<file path="src/rtl/clk_div_ctrl.sv">
`default_nettype none
// ============================================================================
// Module      : clk_div_ctrl
// Description : Programmable clock divider with run/stop/single-step control
//               and a handshaked ratio update applied only on period boundaries.
// Revision    : 1.0
// ============================================================================
module clk_div_ctrl #(
  parameter int CNT_W       = 32,
  parameter int DEFAULT_DIV = 11
) (
  input  logic             clk,
  input  logic             rst_n,
  input  logic             run,
  input  logic             step,
  input  logic             cfg_valid,
  input  logic [CNT_W-1:0] cfg_div,
  output logic             cfg_ready,
  output logic             cfg_err,
  output logic             out_clk,
  output logic             tick,
  output logic             running
);

  typedef enum logic [1:0] {
    ST_STOP = 2'd0,
    ST_RUN  = 2'd1,
    ST_STEP = 2'd2
  } state_t;

  localparam logic [CNT_W-1:0] C_DEFAULT_DIV = CNT_W'(DEFAULT_DIV);
  localparam logic [CNT_W-1:0] C_MIN_DIV     = CNT_W'(2);
  localparam logic [CNT_W-1:0] C_ONE         = CNT_W'(1);

  state_t           r_state, w_state_nx;
  logic [CNT_W-1:0] r_cnt, w_cnt_nx;
  logic [CNT_W-1:0] r_div_q, w_div_nx;
  logic [CNT_W-1:0] r_pend_div, w_pend_div_nx;
  logic             r_pend, w_pend_nx;
  logic             r_first, w_first_nx;
  logic             r_out_clk, w_out_clk_nx;
  logic             r_tick, w_tick_nx;
  logic             r_err, w_err_nx;
  logic             r_running;
  logic             w_xfer;
  logic             w_wrap;

  assign cfg_ready = ~r_pend;
  assign cfg_err   = r_err;
  assign out_clk   = r_out_clk;
  assign tick      = r_tick;
  assign running   = r_running;

  assign w_xfer = cfg_valid & ~r_pend;
  // r_first marks the lead-in cycle after leaving STOP; the period proper
  // begins with cnt = 0 on the following edge.
  assign w_wrap = ~r_first & (r_cnt == (r_div_q - C_ONE));

  always_comb begin
    w_state_nx    = r_state;
    w_cnt_nx      = r_cnt;
    w_div_nx      = r_div_q;
    w_pend_div_nx = r_pend_div;
    w_pend_nx     = r_pend;
    w_first_nx    = r_first;
    w_out_clk_nx  = 1'b0;
    w_tick_nx     = 1'b0;
    w_err_nx      = 1'b0;

    case (r_state)
      ST_RUN, ST_STEP: begin
        if (r_first) begin
          w_cnt_nx   = '0;
          w_first_nx = 1'b0;
        end else if (w_wrap) begin
          w_cnt_nx = '0;
          if (r_pend) begin
            w_div_nx  = r_pend_div;
            w_pend_nx = 1'b0;
          end
          if ((r_state == ST_STEP) || !run) begin
            w_state_nx = ST_STOP;
          end
        end else begin
          w_cnt_nx = r_cnt + C_ONE;
        end
        if (w_state_nx != ST_STOP) begin
          w_out_clk_nx = (w_cnt_nx < (w_div_nx >> 1));
          w_tick_nx    = (w_cnt_nx == '0);
        end
      end
      default: begin
        w_cnt_nx = '0;
        if (run) begin
          w_state_nx = ST_RUN;
          w_first_nx = 1'b1;
        end else if (step) begin
          w_state_nx = ST_STEP;
          w_first_nx = 1'b1;
        end
      end
    endcase

    // A transfer can never coincide with a pending apply: ready implies !pend.
    if (w_xfer) begin
      if (cfg_div < C_MIN_DIV) begin
        w_err_nx = 1'b1;
      end else if (r_state == ST_STOP) begin
        w_div_nx = cfg_div;
      end else begin
        w_pend_div_nx = cfg_div;
        w_pend_nx     = 1'b1;
      end
    end
  end

  always_ff @(posedge clk or negedge rst_n) begin
    if (!rst_n) begin
      r_state    <= ST_STOP;
      r_cnt      <= '0;
      r_div_q    <= C_DEFAULT_DIV;
      r_pend_div <= '0;
      r_pend     <= 1'b0;
      r_first    <= 1'b0;
      r_out_clk  <= 1'b0;
      r_tick     <= 1'b0;
      r_err      <= 1'b0;
      r_running  <= 1'b0;
    end else begin
      r_state    <= w_state_nx;
      r_cnt      <= w_cnt_nx;
      r_div_q    <= w_div_nx;
      r_pend_div <= w_pend_div_nx;
      r_pend     <= w_pend_nx;
      r_first    <= w_first_nx;
      r_out_clk  <= w_out_clk_nx;
      r_tick     <= w_tick_nx;
      r_err      <= w_err_nx;
      r_running  <= (w_state_nx != ST_STOP);
    end
  end

endmodule
`default_nettype wire

</file>
<file path="config.mk">
export PLATFORM = sky130hd
export DESIGN_NAME = clk_div_ctrl
export DESIGN_NICKNAME = d
export VERILOG_FILES = /design/src/rtl/clk_div_ctrl.sv
export SDC_FILE = /design/constraint.sdc
export NUM_CORES = 1
export LEC_CHECK = 0
export CAP_MARGIN = 20
export CORE_MARGIN = 4
export CORE_UTILIZATION = 55
export CTS_BUF_LIST = sky130_fd_sc_hd__clkbuf_8
export CTS_CLUSTER_SIZE = 8
export DETAILED_ROUTE_END_ITERATION = 16
export PLACE_DENSITY = 0.86
export SYNTH_ARGS = -nofsm -noshare
export SYNTH_HDL_FRONTEND = slang
export SYNTH_SLANG_ARGS = --single-unit
</file>
<file path="constraint.sdc">
create_clock -name clk -period 14.6 [get_ports clk]
set_clock_uncertainty 0.2 [all_clocks]
set_input_delay 1.46 -clock clk [delete_from_list [all_inputs] [get_ports clk]]
set_output_delay 1.46 -clock clk [all_outputs]
set_load 0.03 [all_outputs]
</file>
Word level (Yosys, flattened, before mapping)
Index checks and enable logic that the tools add are counted.
Word-level totals
  output and inout port bits: 5
  register bits: 104
  logic and storage cells: 66
Operators by class
  multiplexer cells: 34
  add/subtract/negate cells: 2
  bitwise logic cells: 6
  order comparisons: 2
  reductions and logical operators: 9
  eq/ne operators: 3
Operator list (count)
  $mux W32: 12
  $add A32 B1 Y32 const B: 1
  $eq A32 B32 Y1: 1
  $logic_not A32 Y1: 1
  $lt A32 B2 Y1 const B: 1
  $lt A32 B31 Y1: 1
  $sub A32 B1 Y32 const B: 1
  $mux W1: 15
  $mux W2: 7
  $not A1 Y1: 4
  $reduce_bool A2 Y1: 2
  $reduce_and A3 Y1: 1
  $reduce_bool A3 Y1: 1
  $and A1 B1 Y1: 2
  $eq A2 B1 Y1 const B: 1
  $eq A2 B2 Y1 const B: 1
  $logic_not A2 Y1: 1
  $reduce_or A2 Y1: 1
  $logic_not A1 Y1: 1
  $logic_or A1 B1 Y1: 1

Depth between registers and ports, before layout
Gate-level depths: netlist of the first run.
  depth in word-level cells: 10
  depth in mapped cells: 24
  gate-level depth less buffers: 20

Worst setup path after synthesis of the first run
Ideal clock, no wire load.
  kind: register to register
  start: register r_div_q[0]
  end: register r_out_clk (netlist: out_clk)
  setup slack: 9.377 ns
  clock period less this slack: 5.223 ns
  data arrival time: 4.941 ns
  required time: 14.318 ns
  stages on the path, launching flop included: 25
  path through: dfstp_2 > clkbuf_1 > inv_1 > ha_1 > or3b_2 > nor4_1 > nand2_1 > xnor2_1 > nor3_1 > and4b_1 > buf_2 > a21o_1 > buf_2 > buf_2 > nor2_1 > ha_1 > a21o_1 > a21o_1 > a21o_1 > a21o_1 > a21oi_1 > o21ai_0 > a2111oi_0 > o211ai_1 > a31oi_1
Between the ends
  longest elaborated chain between the ends: 9
  elaborated cells between the ends (all ways): 16
Ends and longest elaborated chain
  from (decl): RTL line 37  | logic [CNT_W-1:0] r_div_q, w_div_nx;
  from (signal assigned): RTL line 132  | r_div_q <= w_div_nx;
  $sub A32 B1 Y32 (*): RTL line 57  | assign w_wrap = ~r_first & (r_cnt == (r_div_q - C_ONE));
  $eq A32 B32 Y1 (*): RTL line 57
  $and A1 B1 Y1 (*): RTL line 57
  $mux W32 / $mux W2 (equally long branches): RTL line 75  | end else if (w_wrap) begin
  $mux W32 / $mux W2 (equally long branches): RTL line 72  | if (r_first) begin
  $mux W32 / $mux W2 (equally long branches): RTL line 70  | case (r_state)
  $lt A32 B31 Y1 / $reduce_bool A2 Y1 (equally long branches): RTL line 88, 87
  $mux W1 (*): RTL line 87  | if (w_state_nx != ST_STOP) begin
  $mux W1 (*): RTL line 70
  named net w_out_clk_nx: RTL line 41  | logic r_out_clk, w_out_clk_nx;
  to (signal assigned): RTL line 136  | r_out_clk <= w_out_clk_nx;
  to (decl): RTL line 41
Mark *: on every way through the listed nets, which the timed path passes. The rest lies on a longest branch. The select of a mux whose other input is x is not followed.
A chain may end at the register's enable or synchronous reset.

Worst setup path after layout of the first run
  start: register r_div_q[5]
  end: register r_out_clk (netlist: out_clk)
Between the ends
  longest elaborated chain between the ends: 9
  elaborated cells between the ends (all ways): 17
Ends and longest elaborated chain (RTL line)
  $sub A32 B1 Y32: 57
  $eq A32 B32 Y1: 57
  $and A1 B1 Y1: 57
  $mux W32 / $mux W2 (equally long branches): 75
  $mux W32 / $mux W2 (equally long branches): 72
  $mux W32 / $mux W2 (equally long branches): 70
  $lt A32 B31 Y1 / $reduce_bool A2 Y1 (equally long branches): 88, 87
  $mux W1 (*): 87
  $mux W1 (*): 70
  named net w_out_clk_nx: 41
Marks and branches as above.

==> summary.txt, run 1 <==
Cells and area
  • Area growth syn-to-layout: 9.59%
  • Commonest non-fill, non-tap cell in the layout: dfrtp_1
  • Share of cells above drive strength 1: 8.37%
  • Fin nets: 902
  • Commonest cells after routing, fill and taps aside: dfrtp_1, nor2_1, xnor2_1, nand2_1, clkdlybuf4s50_1
  • Fin util: 61.8%
  • Diodes inserted: 0

Clocking
  • Post-cts resize count: 0
  • Max Root-Sink Buffers: 2
  • Clock sinks: 104
  • Clk Latency, worst-skew pair: 0.39 ns
  • Hold_buf cts: 0
  • Max H-tree Level: 3
  • CTS clk-pin slew, worst paths: 0.10 ns
  • Post-CTS Setup Bufs: 0
  • Clk root buf: clkbuf_8
  • CTS Buf Count: 9
  • CTS tree: built

Logic synthesis
  • Post-synth EDFFs: 0
  • Yosys cell types: 60
  • Synthesized instance count: 819
  • Synth Register Bits: 104
  • Post-synth top flop: dfrtp_1
  • Mapped cell area: 7460 µm²
  • Syn Area/Cell: 9.11 µm²
  • Post-synth ARST share: 100%
  • Synth warnings: 0
  • Sequential area share after synthesis: 34.9%
  • Mapped Nets: 890

Worst setup path
  • Crit Path Category: reg -> reg
  • CP required: 14.71 ns
  • CP arrival: 6.24 ns
  • Setup crit start kind: flop
  • Crit. End Element: flop
  • Crit path max fanout: 49

STA
  • Slew @ Worst Pin: 1.04 ns
  • Fin crit share: 41.9%
  • Setup slack after layout: 8.48 ns
  • Worst slew margin: 30.8%
  • Max Fclk: 0.163 GHz
  • RSZ-0062 raised after global routing: no
  • Fin. max-slew vios: 0
  • Endpoints failing hold: 0
  • Fin crit period: 6.12 ns
  • Final setup violation count: 0
  • Setup TNS: 0 ns

Power and ir drop
  • Fraction of power spent switching nets: 28.7%
  • Clock share of power: 33.0%
  • Switching Power: 0.178 mW
  • Max VDD drop: 0.0774 mV
  • Part of the power in combinational logic: 15.3%
  • Leakage: 3.73 nW
  • PD cells: 75.9 nW/µm²
  • Internal: 0.442 mW
  • Sequential share of power: 51.7%

Floorplan
  • IO Count: 42
  • Die ar.: 15,500 µm²
  • Core footprint: 13,200 µm²
  • Initial core utilization: 56.3%
  • # rows: 42
  • Die height: 124 µm
  • Die width: 124 µm

Placement
  • Routability cong.: 0.935
  • Dpl hpwl: 14,700 µm
  • I/O Buffers: 41
  • Worst slack, placed: 8.54 ns

Global route
  • Pin count of the biggest net entering global routing: 77
  • Initial antenna violation count: 0
  • Global-route wire length before repair: 32,600 µm
  • GRT Total Usage: 25.7%
  • Vias in the first global route: 6,295
  • Grt total ovfl: 0

Drt
  • Post-route antenna net violation count: 0
  • Via-to-Cell Ratio: 6.40
  • DRT Wirelength: 20,100 µm
  • Residual DRC: 0
  • Number of DRC markers in iteration 0: 591
  • DR vias: 6,478
  • Pre-antenna DRT Iters: 6
  • DR WL/cell: 19.8 µm

Worst hold path
  • Worst Hold Class: reg -> reg

Job
  • Count of max-cap constraint violations: 0

Run status
  • Status: finished clean
[sequential cells by signal, indices dropped and copies added (netlist names), 2 cells and up]
register    count
r_cnt          32
r_div_q        32
r_pend_div     32
r_state         2
[metrics by stage]
step | power [mW] | cells | area [µm²] | hold WS (ns)
global route | 0.647 | 1012 | 8180 | 0.335
finish | 0.620 | 1012 | 8180 | 0.321
global placement | 0.414 | 995 | 7940 | 0.286
detailed placement | 0.416 | 995 | 7940 | 0.288
CTS | 0.618 | 1011 | 8170 | 0.302
floorplan | 0.376 | 819 | 7460 | 0.223
[power groups by stage]
stage	clock network (mW)	logic, mW	registers [mW]
final	0.205	0.0948	0.321
after floorplan	0	0.0649	0.312
after CTS	0.207	0.0916	0.319
after detailed placement	0	0.0909	0.325
after global placement	0	0.0894	0.324
after global routing	0.218	0.108	0.322
[critical path: stages, from the launching register on]
cell and delay (ns):
dfrtp_1 0.44, or4_1 0.69, nor4_1 0.80, nand3_1 0.20, xnor2_1 0.17, nor3_1 0.25, nand4b_1 0.25, nor3_4 0.22
buf_4 0.52, mux2i_1 0.28, ha_1 0.27, a21o_1 0.16, a21o_1 0.17, a21o_1 0.17, a21o_1 0.17, a21oi_1 0.15
o21ai_0 0.16, a2111oi_0 0.45, o211ai_1 0.14, a31oi_1 0.17
[final cells by class]
type	count	area, µm²
clock buffers	10	138
clock inverters	6	83.8
fillers	1121	5060
inverters	33	124
multi-input cells	631	4510
flip-flops and latches	104	2610
well taps	176	220
repair buffers	52	495
[metal layers]
| layer | GRT usage (%) | vias up | wire length, µm |
|---|---|---|---|
| li1 | - | 2997 | - |
| met1 | 37.2 | 3147 | 9070 |
| met2 | 39.0 | 302 | 8870 |
| met3 | 4.42 | 32 | 1700 |
| met4 | 8.96 | 0 | 432 |
| met5 | 0 | - | 0 |
[cell usage after synthesis, types with 17 or more instances]
cell type / count / area, µm²
dfrtp_1: 101 / 2530
nor2_1: 83 / 312
xnor2_1: 49 / 429
nand2_1: 47 / 176
ha_1: 34 / 425
inv_1: 32 / 120
mux2_2: 32 / 360
nor3_1: 31 / 155
xor2_1: 31 / 272
clkbuf_1: 29 / 109
mux2i_1: 29 / 290
a21oi_1: 27 / 135
nand4b_1: 21 / 184
nor4_1: 21 / 131
o211ai_1: 21 / 158
o21a_1: 20 / 150
a22o_1: 19 / 166
nand4_1: 18 / 113
buf_2: 17 / 85.1
[cells by family (layout without fill, tap and decap cells)]
logic type	after synthesis	after routing	share of synthesized area, %
AND/OR/NAND/NOR	301	301	21.9
AO/OA/AOI/OAI	155	155	14.5
flip-flops	104	104	34.9
buffers and inverters	84	101	4.81
XOR/XNOR	80	80	9.39
multiplexers	61	61	8.72
adder cells (fa/ha/maj)	34	34	5.70
[final timing paths]
check	start	end	slack, ns	depth (start not counted)
min in group asynchronous	rst_n	r_pend_div[14]$_DFFE_PN0P_	0.77	1
min reg2reg	r_pend_div[21]$_DFFE_PN0P_	r_pend_div[21]$_DFFE_PN0P_	0.32	1
max in group asynchronous	rst_n	r_cnt[24]$_DFF_PN0_	12.12	2
max	r_div_q[5]$_DFF_PN0_	out_clk$_DFF_PN0_	8.48	19
min	r_pend_div[21]$_DFFE_PN0P_	r_pend_div[21]$_DFFE_PN0P_	0.32	1
max reg2reg	r_div_q[5]$_DFF_PN0_	out_clk$_DFF_PN0_	8.48	19
Note: power is estimated with default switching activity, not from simulation.
==> run 2, diff against run 1 <==
--- a/config.mk
+++ b/config.mk
@@ -11,7 +11,7 @@
 export CTS_BUF_LIST = sky130_fd_sc_hd__clkbuf_8
 export CTS_CLUSTER_SIZE = 8
 export DETAILED_ROUTE_END_ITERATION = 16
-export PLACE_DENSITY = 0.86
+export PLACE_DENSITY = 0.89
 export SYNTH_ARGS = -nofsm -noshare
 export SYNTH_HDL_FRONTEND = slang
 export SYNTH_SLANG_ARGS = --single-unit
==> constraint.sdc (replaced) <==
create_clock -name clk -period 5.5 [get_ports clk]
set_clock_uncertainty 0.2 [all_clocks]
set_input_delay 0.55 -clock clk [delete_from_list [all_inputs] [get_ports clk]]
set_output_delay 0.55 -clock clk [all_outputs]
set_load 0.03 [all_outputs]
==> summary.txt, run 2 (synthesis gave the netlist of run 1 again) <==
Global route
  • GRT Total Usage: 25.5%
  • Pin count of the biggest net entering global routing: 56
  • Vias in the first global route: 6,216
  • Initial antenna violation count: 0
  • Global-route wire length before repair: 32,100 µm
  • Grt total ovfl: 0

Cells and area
  • Diodes inserted: 0
  • Fin util: 63.4%
  • Commonest non-fill, non-tap cell in the layout: dfrtp_1
  • Share of cells above drive strength 1: 11.6%
  • Commonest cells after routing, fill and taps aside: dfrtp_1, nor2_1, xnor2_1, nand2_1, clkdlybuf4s50_1
  • Layout fillers: 1,035
  • Largest registers: r_cnt (32), r_div_q (32), r_pend_div (32)
  • Area growth syn-to-layout: 12.5%
  • Fin nets: 922

Clocking
  • Max Root-Sink Buffers: 2
  • CTS Buf Count: 9
  • Max H-tree Level: 3
  • Clock sinks: 104
  • Clk root buf: clkbuf_8
  • Clk Latency, worst-skew pair: 0.39 ns
  • CTS tree: built
  • CTS clk-pin slew, worst paths: 0.11 ns

Placement
  • I/O Buffers: 41
  • Worst slack, placed: 0.0110 ns
  • Dpl hpwl: 14,900 µm
  • Routability cong.: 0.960

STA
  • Fin crit share: 97.3%
  • Slew @ Worst Pin: 1.14 ns
  • Fin crit period: 5.35 ns
  • Endpoints failing hold: 0
  • Setup TNS: 0 ns
  • Final setup violation count: 0
  • Setup slack after layout: 0.151 ns
  • Max Fclk: 0.187 GHz
  • Fin. max-slew vios: 0
  • Worst slew margin: 24.0%

Drt
  • DR WL/cell: 20.2 µm
  • Post-route antenna net violation count: 0
  • Number of DRC markers in iteration 0: 727
  • Residual DRC: 0
  • DR vias: 6,642
  • Via-to-Cell Ratio: 6.44
  • DRT Wirelength: 20,900 µm
  • Pre-antenna DRT Iters: 5

Floorplan
  • Die height: 124 µm
  • IO Count: 42
  • # rows: 42
  • Initial core utilization: 56.3%
  • Die width: 124 µm
  • Die ar.: 15,500 µm²
  • Core footprint: 13,200 µm²

Worst setup path
  • Crit Path Category: reg -> reg
  • Crit-path leading delay family: compound AO/OA/AOI/OAI gates
  • Setup crit start kind: flop
  • CP required: 5.61 ns
  • CP arrival: 5.46 ns
  • Crit-path cells: inv_1, ha_1, or3b_2, nor4_2, buf_4, nand4_1, mux2i_1, o2111a_1, and3_1, nand4b_1, o21a_1, ha_1, a21o_1, a21o_1, a21oi_1, nor2_1, a211oi_1, nor3_1, a2111oi_2, o211ai_1, a31oi_1
  • Critical-path top delay cell: or3b_2
  • Crit path max fanout: 11
  • Worst path bufs/invs: 2
  • Crit. End Element: flop
  • CP Depth: 21
  • Peak per-stage delay on the critical path: 0.54 ns
  • Worst R2R Path Depth: 21

Job
  • Count of max-cap constraint violations: 0

Power and ir drop
  • PD cells: 190 nW/µm²
  • Max VDD drop: 0.181 mV
  • Total power: 1.60 mW
  • Leakage: 3.83 nW

Worst hold path
  • Hold path depth: 1
  • Worst Hold Class: reg -> reg

Run status
  • Status: finished clean
==> run 2: path summary, 6_finish.rpt <==
check / startpoint / endpoint / slack [ns]
setup / recovery: r_div_q[0]$_DFF_PN1_ / out_clk$_DFF_PN0_ / 0.15
hold / removal: r_pend_div[29]$_DFFE_PN0P_ / r_pend_div[29]$_DFFE_PN0P_ / 0.32
setup reg to reg: r_div_q[0]$_DFF_PN1_ / out_clk$_DFF_PN0_ / 0.15
hold reg to reg: r_pend_div[29]$_DFFE_PN0P_ / r_pend_div[29]$_DFFE_PN0P_ / 0.32
max in group asynchronous: rst_n / r_div_q[26]$_DFF_PN0_ / 3.44
min in group asynchronous: rst_n / r_cnt[4]$_DFF_PN0_ / 0.53
==> run 2: layout make-up <==
type	instances	area (µm²)	share of cell area, %
Timing Repair Buffer	72	703	8.38
Clock buffer	10	138	1.64
Multi-Input combinational cell	631	4550	54.2
Sequential cell	104	2610	31.0
Inverter	33	124	1.48
Clock inverter	6	52.6	0.626
Tap cell	176	220	2.62
==> run 2: metal layers <==
metal | vias up | wire length (µm) | track usage, %
met5 | - | 0 | 0
met4 | 0 | 688 | 8.70
met3 | 72 | 1990 | 4.25
met2 | 336 | 9590 | 41.1
met1 | 3189 | 8590 | 34.9
li1 | 3045 | - | -
==> run 2: where the power goes <==
| group | internal (mW) | leakage (nW) | switching, mW |
|---|---|---|---|
| combinational | 0.123 | 2.38 | 0.140 |
| clock | 0.186 | 0.102 | 0.299 |
| sequential | 0.789 | 1.35 | 0.0595 |
| total | 1.10 | 3.83 | 0.499 |
==> run 2: stage by stage <==
stage,hold slack (ns),instance area (µm²),std cells
6_report,0.319,8400,1032
5_1_grt,0.334,8400,1032
4_1_cts,0.318,8270,1025
3_5_place_dp,0.293,8070,1008
3_3_place_gp,0.286,8070,1008
2_1_floorplan,0.0544,7460,819
==> run 2: what timing repair did <==
item / 4_1_cts / 5_1_grt
pin swaps: 1 / 6
resized for setup: 0 / 12
hold buffers: 1 / 0
gates cloned: 0 / 2
hold endpoints to repair: 6 / 0
endpoints found under the setup margin: 1 / 1
buffers inserted: 0 / 5
